[config.mk]
export PLATFORM = sky130hd
export DESIGN_NAME = mcd_wr_serializer
export DESIGN_NICKNAME = d
export VERILOG_FILES = /design/src/rtl/mcd_wr_serializer.sv
export SDC_FILE = /design/constraint.sdc
export NUM_CORES = 1
export LEC_CHECK = 0
export BUFFER_PORTS_ARGS = -buffer_cell sky130_fd_sc_hd__buf_2
export CAP_MARGIN = 30
export CELL_PAD_IN_SITES_DETAIL_PLACEMENT = 1
export CELL_PAD_IN_SITES_GLOBAL_PLACEMENT = 2
export CORE_MARGIN = 5
export CORE_UTILIZATION = 30
export CTS_BUF_LIST = sky130_fd_sc_hd__clkbuf_16
export DETAILED_ROUTE_END_ITERATION = 10
export PLACE_DENSITY = 0.8
export SLEW_MARGIN = 20
export SYNTH_ARGS = -nofsm -noshare
export SYNTH_HDL_FRONTEND = slang
export SYNTH_SLANG_ARGS = --single-unit
[constraint.sdc]
create_clock -name clk -period 15.8 [get_ports clk]
set_input_delay 2.37 -clock clk [delete_from_list [all_inputs] [get_ports clk]]
set_output_delay 2.37 -clock clk [all_outputs]
set_load 0.01 [all_outputs]
[src/rtl/mcd_wr_serializer.sv]
// mcd_wr_serializer: memcached write commands plus wide write beats in, 32-bit word stream out.
// Build macro WR_SER_BYTESWAP_EN byte-reverses every output word (SATA little-endian layout).
module mcd_wr_serializer #(
    parameter int IN_BITS  = 512,
    parameter int LEN_BITS = 16
) (
    input  logic                clk,
    input  logic                nReset,
    input  logic [LEN_BITS-1:0] cmd_len,
    input  logic                cmd_valid,
    output logic                cmd_ready,
    input  logic [IN_BITS-1:0]  mcd_wr_data,
    input  logic                mcd_wr_valid,
    output logic                mcd_wr_ready,
    output logic [31:0]         dramWrData_data,
    output logic                dramWrData_valid,
    input  logic                dramWrData_ready,
    output logic [15:0]         num_words,
    output logic                wr_num_words_en
);
    localparam int WPB = IN_BITS / 32;
    localparam int CW  = $clog2(WPB) + 1;

    typedef enum logic [1:0] {IDLE, HDR, STREAM} state_t;
    state_t state, state_nxt;

    logic [IN_BITS-1:0] buf_data;
    logic [CW-1:0]      buf_cnt;
    logic [CW-1:0]      load_cnt;
    logic [15:0]        words_left;
    logic [15:0]        words_to_load;
    logic               cmd_start;
    logic               beat_fire;
    logic               word_fire;
    logic               last_word;

    // The +3 can carry out of LEN_BITS, so the sum is one bit wider.
    function automatic logic [15:0] word_count(input logic [LEN_BITS-1:0] len);
        logic [LEN_BITS:0] sum;
        sum = {1'b0, len} + (LEN_BITS+1)'(3);
        return 16'(sum >> 2);
    endfunction

`ifdef WR_SER_BYTESWAP_EN
    function automatic logic [31:0] byte_swap(input logic [31:0] w);
        return {w[7:0], w[15:8], w[23:16], w[31:24]};
    endfunction

    assign dramWrData_data = byte_swap(buf_data[31:0]);
`else
    assign dramWrData_data = buf_data[31:0];
`endif

    assign cmd_start        = cmd_valid && cmd_ready && (cmd_len != '0);
    assign dramWrData_valid = (buf_cnt != '0);
    assign word_fire        = dramWrData_valid && dramWrData_ready;
    assign last_word        = word_fire && (buf_cnt == CW'(1));
    assign beat_fire        = mcd_wr_valid && mcd_wr_ready;
    assign load_cnt         = (words_to_load >= 16'(WPB)) ? CW'(WPB) : CW'(words_to_load);

    always_comb begin
        state_nxt       = state;
        cmd_ready       = 1'b0;
        mcd_wr_ready    = 1'b0;
        wr_num_words_en = 1'b0;
        case (state)
            IDLE: begin
                cmd_ready = nReset;
                if (cmd_valid && (cmd_len != '0))
                    state_nxt = HDR;
            end
            HDR: begin
                wr_num_words_en = 1'b1;
                state_nxt       = STREAM;
            end
            STREAM: begin
                // Refill as the last buffered word leaves, so beats stream without a bubble.
                mcd_wr_ready = (words_to_load != '0) && ((buf_cnt == '0) || last_word);
                if (word_fire && (words_left == 16'd1))
                    state_nxt = IDLE;
            end
            default: state_nxt = IDLE;
        endcase
    end

    always_ff @(posedge clk) begin
        if (!nReset) begin
            state         <= IDLE;
            buf_cnt       <= '0;
            num_words     <= '0;
            words_left    <= '0;
            words_to_load <= '0;
        end else begin
            state <= state_nxt;
            if (cmd_start)
                num_words <= word_count(cmd_len);
            if (state == HDR) begin
                words_left    <= num_words;
                words_to_load <= num_words;
            end
            if (word_fire)
                words_left <= words_left - 16'd1;
            if (beat_fire) begin
                buf_cnt       <= load_cnt;
                words_to_load <= words_to_load - 16'(load_cnt);
            end else if (word_fire) begin
                buf_cnt <= buf_cnt - CW'(1);
            end
        end
    end

    // Payload register carries no reset; buf_cnt alone decides what is valid.
    always_ff @(posedge clk) begin
        if (beat_fire)
            buf_data <= mcd_wr_data;
        else if (word_fire)
            buf_data <= buf_data >> 32;
    end

endmodule
==> reports/qor.txt, run 1 <==
Final Wtd Congestion = 0.785
Routed Antenna Nets = 0
Residual DRC = 0
top cell type by total area after synthesis = edfxtp_1
flip-flop and latch count after synthesis = 566
Vias = 19000
Area contributors post-synth = edfxtp_1, nand2_1, dfxtp_1, buf_4, buf_2
Final setup violation count = 0
drt via density = 4.57
Syn Area/Cell = 9.94 µm²
Min-Delay Path Class = flop to flop
Row Count = 105
clk root buf = clkbuf_16
CTS clk-pin slew, worst paths = 0.06 ns
critical path type = primary input to flop
Worst path max stage delay = 0.78 ns
IO Count = 585
Fin. Hold Viols = 0
Synth warnings = 0
CP cell instances = buf_2, a21o_1, nand4_1, a21o_4, buf_4, buf_4, buf_4, buf_12, nand2_1, nand2_1
Max-cap violations = 0
EDFF count, synth = 512
cell family with most CP delay = buffers and inverters
CP Data Required Time = 16.25 ns
antenna violations before repair = 55
share of cells above drive strength 1 = 23.2%
slew margin rel. = 22.7%
status = finished, final reports clean
Top FF cell, synth = edfxtp_1
mean routed wirelength per cell = 18.6 µm
minimum setup slack after placement = 9.09 ns
final wirelength = 77600 µm
Synth Instances = 2509
gr ovfl total = 0
CTS Hold Bufs = 0
CTS sink count = 566
crit path buf inv count = 5
port bufs = 583
CP max-delay cell = buf_4
skew final = 0.0222 ns
RSZ-0062 raised after global routing = false
asr flop ratio synth = 0%
1st-iter DRT viols = 1190
P&R area growth vs syn = 23.0%
total leakage power = 13.5 nW
first-pass GRT wire length = 117000 µm
vias in the first global route = 19700
Hold Slack = 0.476 ns
postcts setup bufs = 0
Synth cell types = 64
initial core utilization = 30.3%
NumNets Final = 3553
Pwr Density = 174 mW/mm²
post-synthesis instance area = 0.0249 mm²
sequential share of the synthesized area = 66.0%
most frequent cells in the layout = nand2_1, buf_2, edfxtp_1
setup ws final = 9.91 ns
Most Frequent Cell on Critical Path = buf_4
Arrival @ worst endpoint = 6.34 ns
fmax = 170 MHz
placed insts = 4012
largest net degree at the start of global routing = 223
clk buf depth = 3
most common cell after layout, fill and taps aside = nand2_1
total CTS buffers = 69
critical path fanouts, max = 86
Least-Margin Pin Slew = 1.16 ns
Worst setup EP type = flop
Clk Latency, worst-skew pair = 0.60 ns
post-CTS resize count = 0
Initial DRT Pass Iterations = 5
Total GRT Usage = 16.8%
Max IR drop VDD = 0.000165 V
post-layout min period = 5.89 ns
fin crit share = 37.3%
core area = 0.0822 mm²
Die Ht = 298 µm
Setup crit start kind = primary input
area share of the largest cell type after synthesis = 61.6%
Die Wd = 298 µm
H-tree depth = 3
dpl hpwl = 54600 µm
Finished Layout Cells = 4162
setup tns final = 0 ns
fin. max-slew vios = 0
CTS tree = built
total die area = 0.0890 mm²
through the flow:
| step | area (µm²) | power, mW | util (%) |
|---|---|---|---|
| 5_1_grt | 30600 | 5.69 | 37.2 |
| 4_1_cts | 30600 | 5.45 | 37.2 |
| 3_3_place_gp | 28400 | 3.86 | 34.5 |
| 2_1_floorplan | 24900 | 3.86 | - |
| 6_report | 30700 | 5.35 | 37.3 |
| 3_5_place_dp | 28400 | 3.91 | 34.6 |
worst register-to-register path, cell delays in order (launching register included):
cell,delay (ns)
dfxtp_1,0.37
nor4_2,0.42
and4_1,0.59
a21o_4,0.79
buf_4,0.83
buf_4,0.79
buf_4,0.58
buf_12,0.29
nand2_1,0.12
nand2_1,0.08
worst paths after layout:
kind                            slack (ns)                          to  cells past startpoint                      startpoint
worst min register to register        0.48  words_left[7]$_SDFFE_PN0P_                      1      words_left[7]$_SDFFE_PN0P_
worst min-delay path                  0.48  words_left[7]$_SDFFE_PN0P_                      1      words_left[7]$_SDFFE_PN0P_
worst max register to register       10.80     buf_data[454]$_DFFE_PP_                      9  words_to_load[11]$_SDFFE_PN0P_
worst max-delay path                  9.91     buf_data[454]$_DFFE_PP_                     10                dramWrData_ready
registers in the layout, summed over array words and instances, names as in the netlist:
signal         count
buf_data         512
words_left        16
words_to_load     16
num_words         15
buf_cnt            5
state              2
cell families after synthesis:
logic type               Yosys count  share of synthesized area (%)
AND/OR/NAND/NOR                 1617                           25.6
flip-flops                       566                           66.0
buffers and inverters            180                           4.25
AO/OA/AOI/OAI                    118                           3.12
XOR/XNOR                          17                          0.597
adder cells (fa/ha/maj)            5                          0.251
multiplexers                       5                          0.216
other                              1                         0.0150
routing by layer:
| layer | routed length [µm] | track usage, % | vias to the layer above |
|---|---|---|---|
| li1 | - | - | 9320 |
| met1 | 33000 | 21.1 | 8909 |
| met4 | 1710 | 4.52 | 66 |
| met5 | 417 | 0 | - |
| met2 | 35800 | 27.4 | 554 |
| met3 | 6630 | 6.30 | 155 |
synth_stat cells, types with 12 or more instances:
library cell,instances
nand2_1,1470
xnor2_1,12
o21ai_0,20
nand3_1,15
edfxtp_1,512
and2_1,34
a211oi_1,16
dfxtp_1,54
nor3_1,16
buf_4,72
nor2_1,32
buf_2,74
clkbuf_1,18
a21oi_1,34
inv_1,13
power breakdown:
group	leakage (nW)	switching [mW]	internal, mW
Clock	1.12	0.645	0.860
Combinational	7.14	0.807	0.353
Sequential	5.25	0.192	2.49
Total	13.5	1.64	3.70
layout make-up:
type                    instances  area, µm²
fillers                      9472      51600
multi-input cells            1764       7450
repair buffers                601       3170
inverters                      13       48.8
clock buffers                  73       1830
flip-flops and latches        566      16500
well taps                    1070       1340
clock inverters                49        315
diodes                         26       65.1
(Power assumes the default switching activity.)
==> run 2, diff against run 1 <==
- CORE_UTILIZATION: 30 -> 33
- PLACE_DENSITY: 0.8 -> 0.83
- clock period: 15.8 -> 5.5 ns (I/O delays scaled with it)
==> reports/qor.txt, run 2 (same netlist as run 1, synthesis figures left out) <==
fin. max-slew vios = 0
Die Ht = 285 µm
most flop-heavy register = buf_data
total die area = 0.0812 mm²
most frequent cells in the layout = nand2_1, buf_2, edfxtp_1
most common cell after layout, fill and taps aside = nand2_1
Arrival @ worst endpoint = 4.24 ns
dpl hpwl = 55200 µm
max reg flops = 512
vias in the first global route = 20500
antenna violations before repair = 31
1st-iter DRT viols = 1288
total CTS buffers = 67
minimum setup slack after placement = 1.57 ns
setup tns final = 0 ns
CP Data Required Time = 5.92 ns
Die Wd = 285 µm
status = finished, final reports clean
filler instances = 8587
NumNets Final = 3558
cell area after layout = 0.0305 mm²
setup ws final = 1.68 ns
post-CTS resize count = 0
Finished Layout Cells = 4049
final wirelength = 75900 µm
Fin. Hold Viols = 0
critical path endpoint = buf_data[141]$_DFFE_PP_
share of cells above drive strength 1 = 23.1%
Final Wtd Congestion = 0.865
DP Area = 0.0284 mm²
CTS tree = built
Pwr Density = 501 mW/mm²
Min-Delay Path Class = primary input to flop
critical path type = flop to flop
slew margin rel. = 38.1%
Row Count = 100
drt via density = 4.75
Routed Antenna Nets = 0
clk buf depth = 3
Initial DRT Pass Iterations = 5
Hold Path Stages = 3
CTS Hold Bufs = 0
Worst R2R Start = words_to_load[11]$_SDFFE_PN0P_
Vias = 19200
skew final = 0.0261 ns
Setup crit start kind = flop
H-tree depth = 3
critical path fanouts, max = 89
post-layout min period = 3.82 ns
Least-Margin Pin Slew = 0.929 ns
core area = 0.0747 mm²
IO Count = 585
RSZ-0062 raised after global routing = false
largest net degree at the start of global routing = 205
worst r2r dst = buf_data[141]$_DFFE_PP_
Hold Slack = 0.493 ns
Clk Latency, worst-skew pair = 0.59 ns
mean routed wirelength per cell = 18.7 µm
fmax = 262 MHz
Largest regs = buf_data: 512 flops, words_left: 16 flops, words_to_load: 16 flops
Residual DRC = 0
clk root buf = clkbuf_16
initial core utilization = 33.4%
gr ovfl total = 0
Max-cap violations = 0
Worst setup EP type = flop
first-pass GRT wire length = 115000 µm
total leakage power = 13.5 nW
P&R area growth vs syn = 22.3%
reg-to-reg slack, setup = 1.68 ns
postcts setup bufs = 0
fin crit share = 69.4%
Pwr Total = 15.3 mW
Final setup violation count = 0
Total GRT Usage = 17.8%
CTS clk-pin slew, worst paths = 0.06 ns
placed insts = 3918
port bufs = 583
CTS sink count = 566
worst reg2reg path depth = 7
crit path from = words_to_load[11]$_SDFFE_PN0P_
Max IR drop VDD = 0.000246 V
final core area utilization = 40.8%
## run 2: cell types whose count changed in the layout (fill, tap and decap cells not counted), moves of 2 or more
cell / before / now
diode_2: 26 / 12
clkinv_2: 10 / 6
buf_4: 9 / 15
clkinv_8: 1 / 3
inv_16: 3 / 0
inv_1: 29 / 31
clkbuf_16: 73 / 68
bufinv_16: 1 / 4
buf_12: 7 / 9
## run 2: layout make-up
cell class              count  area [µm²]  share of cell area (%)
flip-flops and latches    566       16500                    53.9
repair buffers            608        3230                    10.6
multi-input cells        1764        7460                    24.5
well taps                 969        1210                    3.97
clock buffers              68        1700                    5.58
inverters                  13        48.8                   0.160
clock inverters            49         367                    1.20
diodes                     12        30.0                  0.0984
## run 2: critical path, cell delays in order (launching register included)
cell and delay, ns:
dfxtp_1 0.36, nor4_2 0.42, and4_1 0.58, a21o_4 0.47, buf_4 0.62, buf_4 0.78, nand2_1 0.16, nand2_1 0.13
## run 2: layer usage
metal / up-vias / track usage, % / routed length, µm
li1: 9286 / - / -
met1: 9128 / 22.0 / 30800
met2: 623 / 30.3 / 36700
met3: 160 / 5.69 / 6120
met4: 42 / 5.08 / 1980
met5: - / 0 / 278
## run 2: how the worst min path moves through the flow
stage / from / endpoint / slack [ns]
6_report: mcd_wr_data[333] / buf_data[333]$_DFFE_PP_ / 0.49
5_1_grt: mcd_wr_data[116] / buf_data[116]$_DFFE_PP_ / 0.46
4_1_cts: mcd_wr_data[333] / buf_data[333]$_DFFE_PP_ / 0.44
3_5_place_dp: words_left[7]$_SDFFE_PN0P_ / words_left[7]$_SDFFE_PN0P_ / 0.49
3_3_place_gp: words_left[7]$_SDFFE_PN0P_ / words_left[7]$_SDFFE_PN0P_ / 0.46
2_1_floorplan: words_left[7]$_SDFFE_PN0P_ / words_left[7]$_SDFFE_PN0P_ / 0.44
## run 2: power by group
part | leakage (nW) | internal [mW] | switching [mW] | total (mW)
sequential | 5.25 | 7.12 | 0.536 | 7.66
combinational | 7.18 | 1.06 | 2.37 | 3.43
clock | 1.07 | 2.44 | 1.77 | 4.21
total | 13.5 | 10.6 | 4.67 | 15.3
==> run 3, diff against run 2 <==
- CORE_UTILIZATION: 33 -> 30
- PLACE_DENSITY: 0.83 -> 0.8
- clock period: 5.5 -> 3.45 ns (I/O delays scaled with it)
==> reports/qor.txt, run 3 (same netlist as run 1, synthesis figures left out) <==
total CTS buffers = 68
Hold Path Stages = 3
dpl hpwl = 56500 µm
RSZ-0062 raised after global routing = false
fin crit share = 82.0%
antenna violations before repair = 44
total die area = 0.0890 mm²
hold path start = mcd_wr_data[308]
setup ws final = 0.621 ns
fin. max-slew vios = 0
postcts setup bufs = 0
Initial DRT Pass Iterations = 5
initial core utilization = 30.3%
Row Count = 105
switching power = 7.62 mW
Finished Layout Cells = 4201
mean routed wirelength per cell = 18.5 µm
Seq pwr share = 49.2%
CP Data Required Time = 2.93 ns
most common cell after layout, fill and taps aside = nand2_1
slew margin rel. = 36.4%
clk root buf = clkbuf_16
Comb power frac = 22.6%
Max IR drop VDD = 0.000340 V
drt via density = 4.56
status = finished, final reports clean
CTS sink count = 566
total leakage power = 13.7 nW
core area = 0.0822 mm²
Worst R2R Start = buf_cnt[0]$_SDFFE_PN0P_
Least-Margin Pin Slew = 0.945 ns
cell-internal power = 17.2 mW
IO Count = 585
skew final = 0.0330 ns
Min-Delay Path Class = primary input to flop
Fin. Hold Viols = 0
fmax = 353 MHz
P&R area growth vs syn = 24.8%
setup tns final = 0 ns
Most Frequent Cell on Critical Path = and4_1
most frequent cells in the layout = nand2_1, buf_2, edfxtp_1
Vias = 19100
minimum setup slack after placement = 0.518 ns
clock network power share = 28.2%
Final Wtd Congestion = 0.822
CP max-delay cell = nor4_2
CP cell instances = nor4_2, and4_1, buf_4, nand2_1, and4_1, buf_2
Clk Latency, worst-skew pair = 0.61 ns
gr ovfl total = 0
Largest regs = buf_data: 512 flops, words_left: 16 flops, words_to_load: 16 flops
worst reg2reg path depth = 7
most flop-heavy register = buf_data
worst r2r dst = buf_data[382]$_DFFE_PP_
post-layout min period = 2.83 ns
filler instances = 9563
reg-to-reg slack, setup = 0.72 ns
CTS Hold Bufs = 0
Total GRT Usage = 16.7%
hold endpoint = buf_data[308]$_DFFE_PP_
Residual DRC = 0
placed insts = 4047
1st-iter DRT viols = 1184
CTS clk-pin slew, worst paths = 0.06 ns
first-pass GRT wire length = 116000 µm
Arrival @ worst endpoint = 2.31 ns
Pwr Density = 797 mW/mm²
H-tree depth = 3
final wirelength = 77800 µm
critical path type = flop to output port
Setup crit start kind = flop
largest net degree at the start of global routing = 133
Sw Ratio = 30.7%
share of cells above drive strength 1 = 23.8%
vias in the first global route = 19900
Worst path max stage delay = 0.41 ns
clk buf depth = 3
Worst setup EP type = output port
Die Wd = 298 µm
CTS tree = built
Final setup violation count = 0
critical path fanouts, max = 10
Max-cap violations = 0
port bufs = 583
max reg flops = 512
post-CTS resize count = 0
Routed Antenna Nets = 0
NumNets Final = 3585
Die Ht = 298 µm
-- run 3: worst max-delay path: cells and delay by family, from the launching register on --
kind | cells | cell delay, ns
buffers and inverters | 2 | 0.34
flip-flops | 1 | 0.37
AND/OR/NAND/NOR | 4 | 1.02
-- run 3: stage by stage --
stage               total power [mW]  hold slack [ns]  utilization (%)  area (µm²)
floorplan                       16.1            0.437                -       25000
global placement                17.9            0.462             35.1       28900
detailed placement              18.1            0.471             35.1       28900
CTS                             25.3            0.116             37.8       31000
global route                    26.3            0.131             37.8       31100
finish                          24.8            0.170             37.8       31100
-- run 3: per-layer routing --
| layer | share of wire [%] | GRT usage (%) | up-vias |
|---|---|---|---|
| li1 | - | - | 9383 |
| met1 | 42 | 21.3 | 9000 |
| met2 | 47 | 27.3 | 592 |
| met3 | 7.8 | 5.24 | 131 |
| met4 | 2.7 | 5.50 | 34 |
| met5 | 0.30 | 0 | - |
-- run 3: worst max-delay path by stage --
| stage | from | to | slack [ns] | cells past startpoint |
|---|---|---|---|---|
| global placement | dramWrData_ready | buf_data[511]$_SDFFCE_PN0P_ | 0.60 | 6 |
| CTS | words_to_load[11]$_SDFFE_PN0P_ | mcd_wr_ready | 0.56 | 6 |
| finish | words_to_load[11]$_SDFFE_PN0P_ | mcd_wr_ready | 0.62 | 6 |
| detailed placement | dramWrData_ready | buf_data[507]$_SDFFCE_PN0P_ | 0.52 | 6 |
| global route | words_to_load[8]$_SDFFE_PN0P_ | mcd_wr_ready | 0.45 | 6 |
| floorplan | dramWrData_ready | buf_data[0]$_DFFE_PP_ | -0.39 | 8 |
-- run 3: power groups by stage --
stage | clock, mW | combinational [mW] | sequential (mW)
2_1_floorplan | 0 | 3.81 | 12.3
3_3_place_gp | 0 | 5.61 | 12.3
3_5_place_dp | 0 | 5.75 | 12.4
4_1_cts | 7.21 | 5.77 | 12.3
5_1_grt | 7.50 | 6.38 | 12.4
6_report | 7.00 | 5.62 | 12.2
-- run 3: layout make-up --
type / count / area [µm²] / share of cell area, %
repair buffers: 634 / 3580 / 11.5
well taps: 1070 / 1340 / 4.30
flip-flops and latches: 566 / 16500 / 52.9
inverters: 13 / 48.8 / 0.157
diodes: 31 / 77.6 / 0.249
clock inverters: 53 / 414 / 1.33
multi-input cells: 1764 / 7460 / 24.0
clock buffers: 70 / 1750 / 5.63
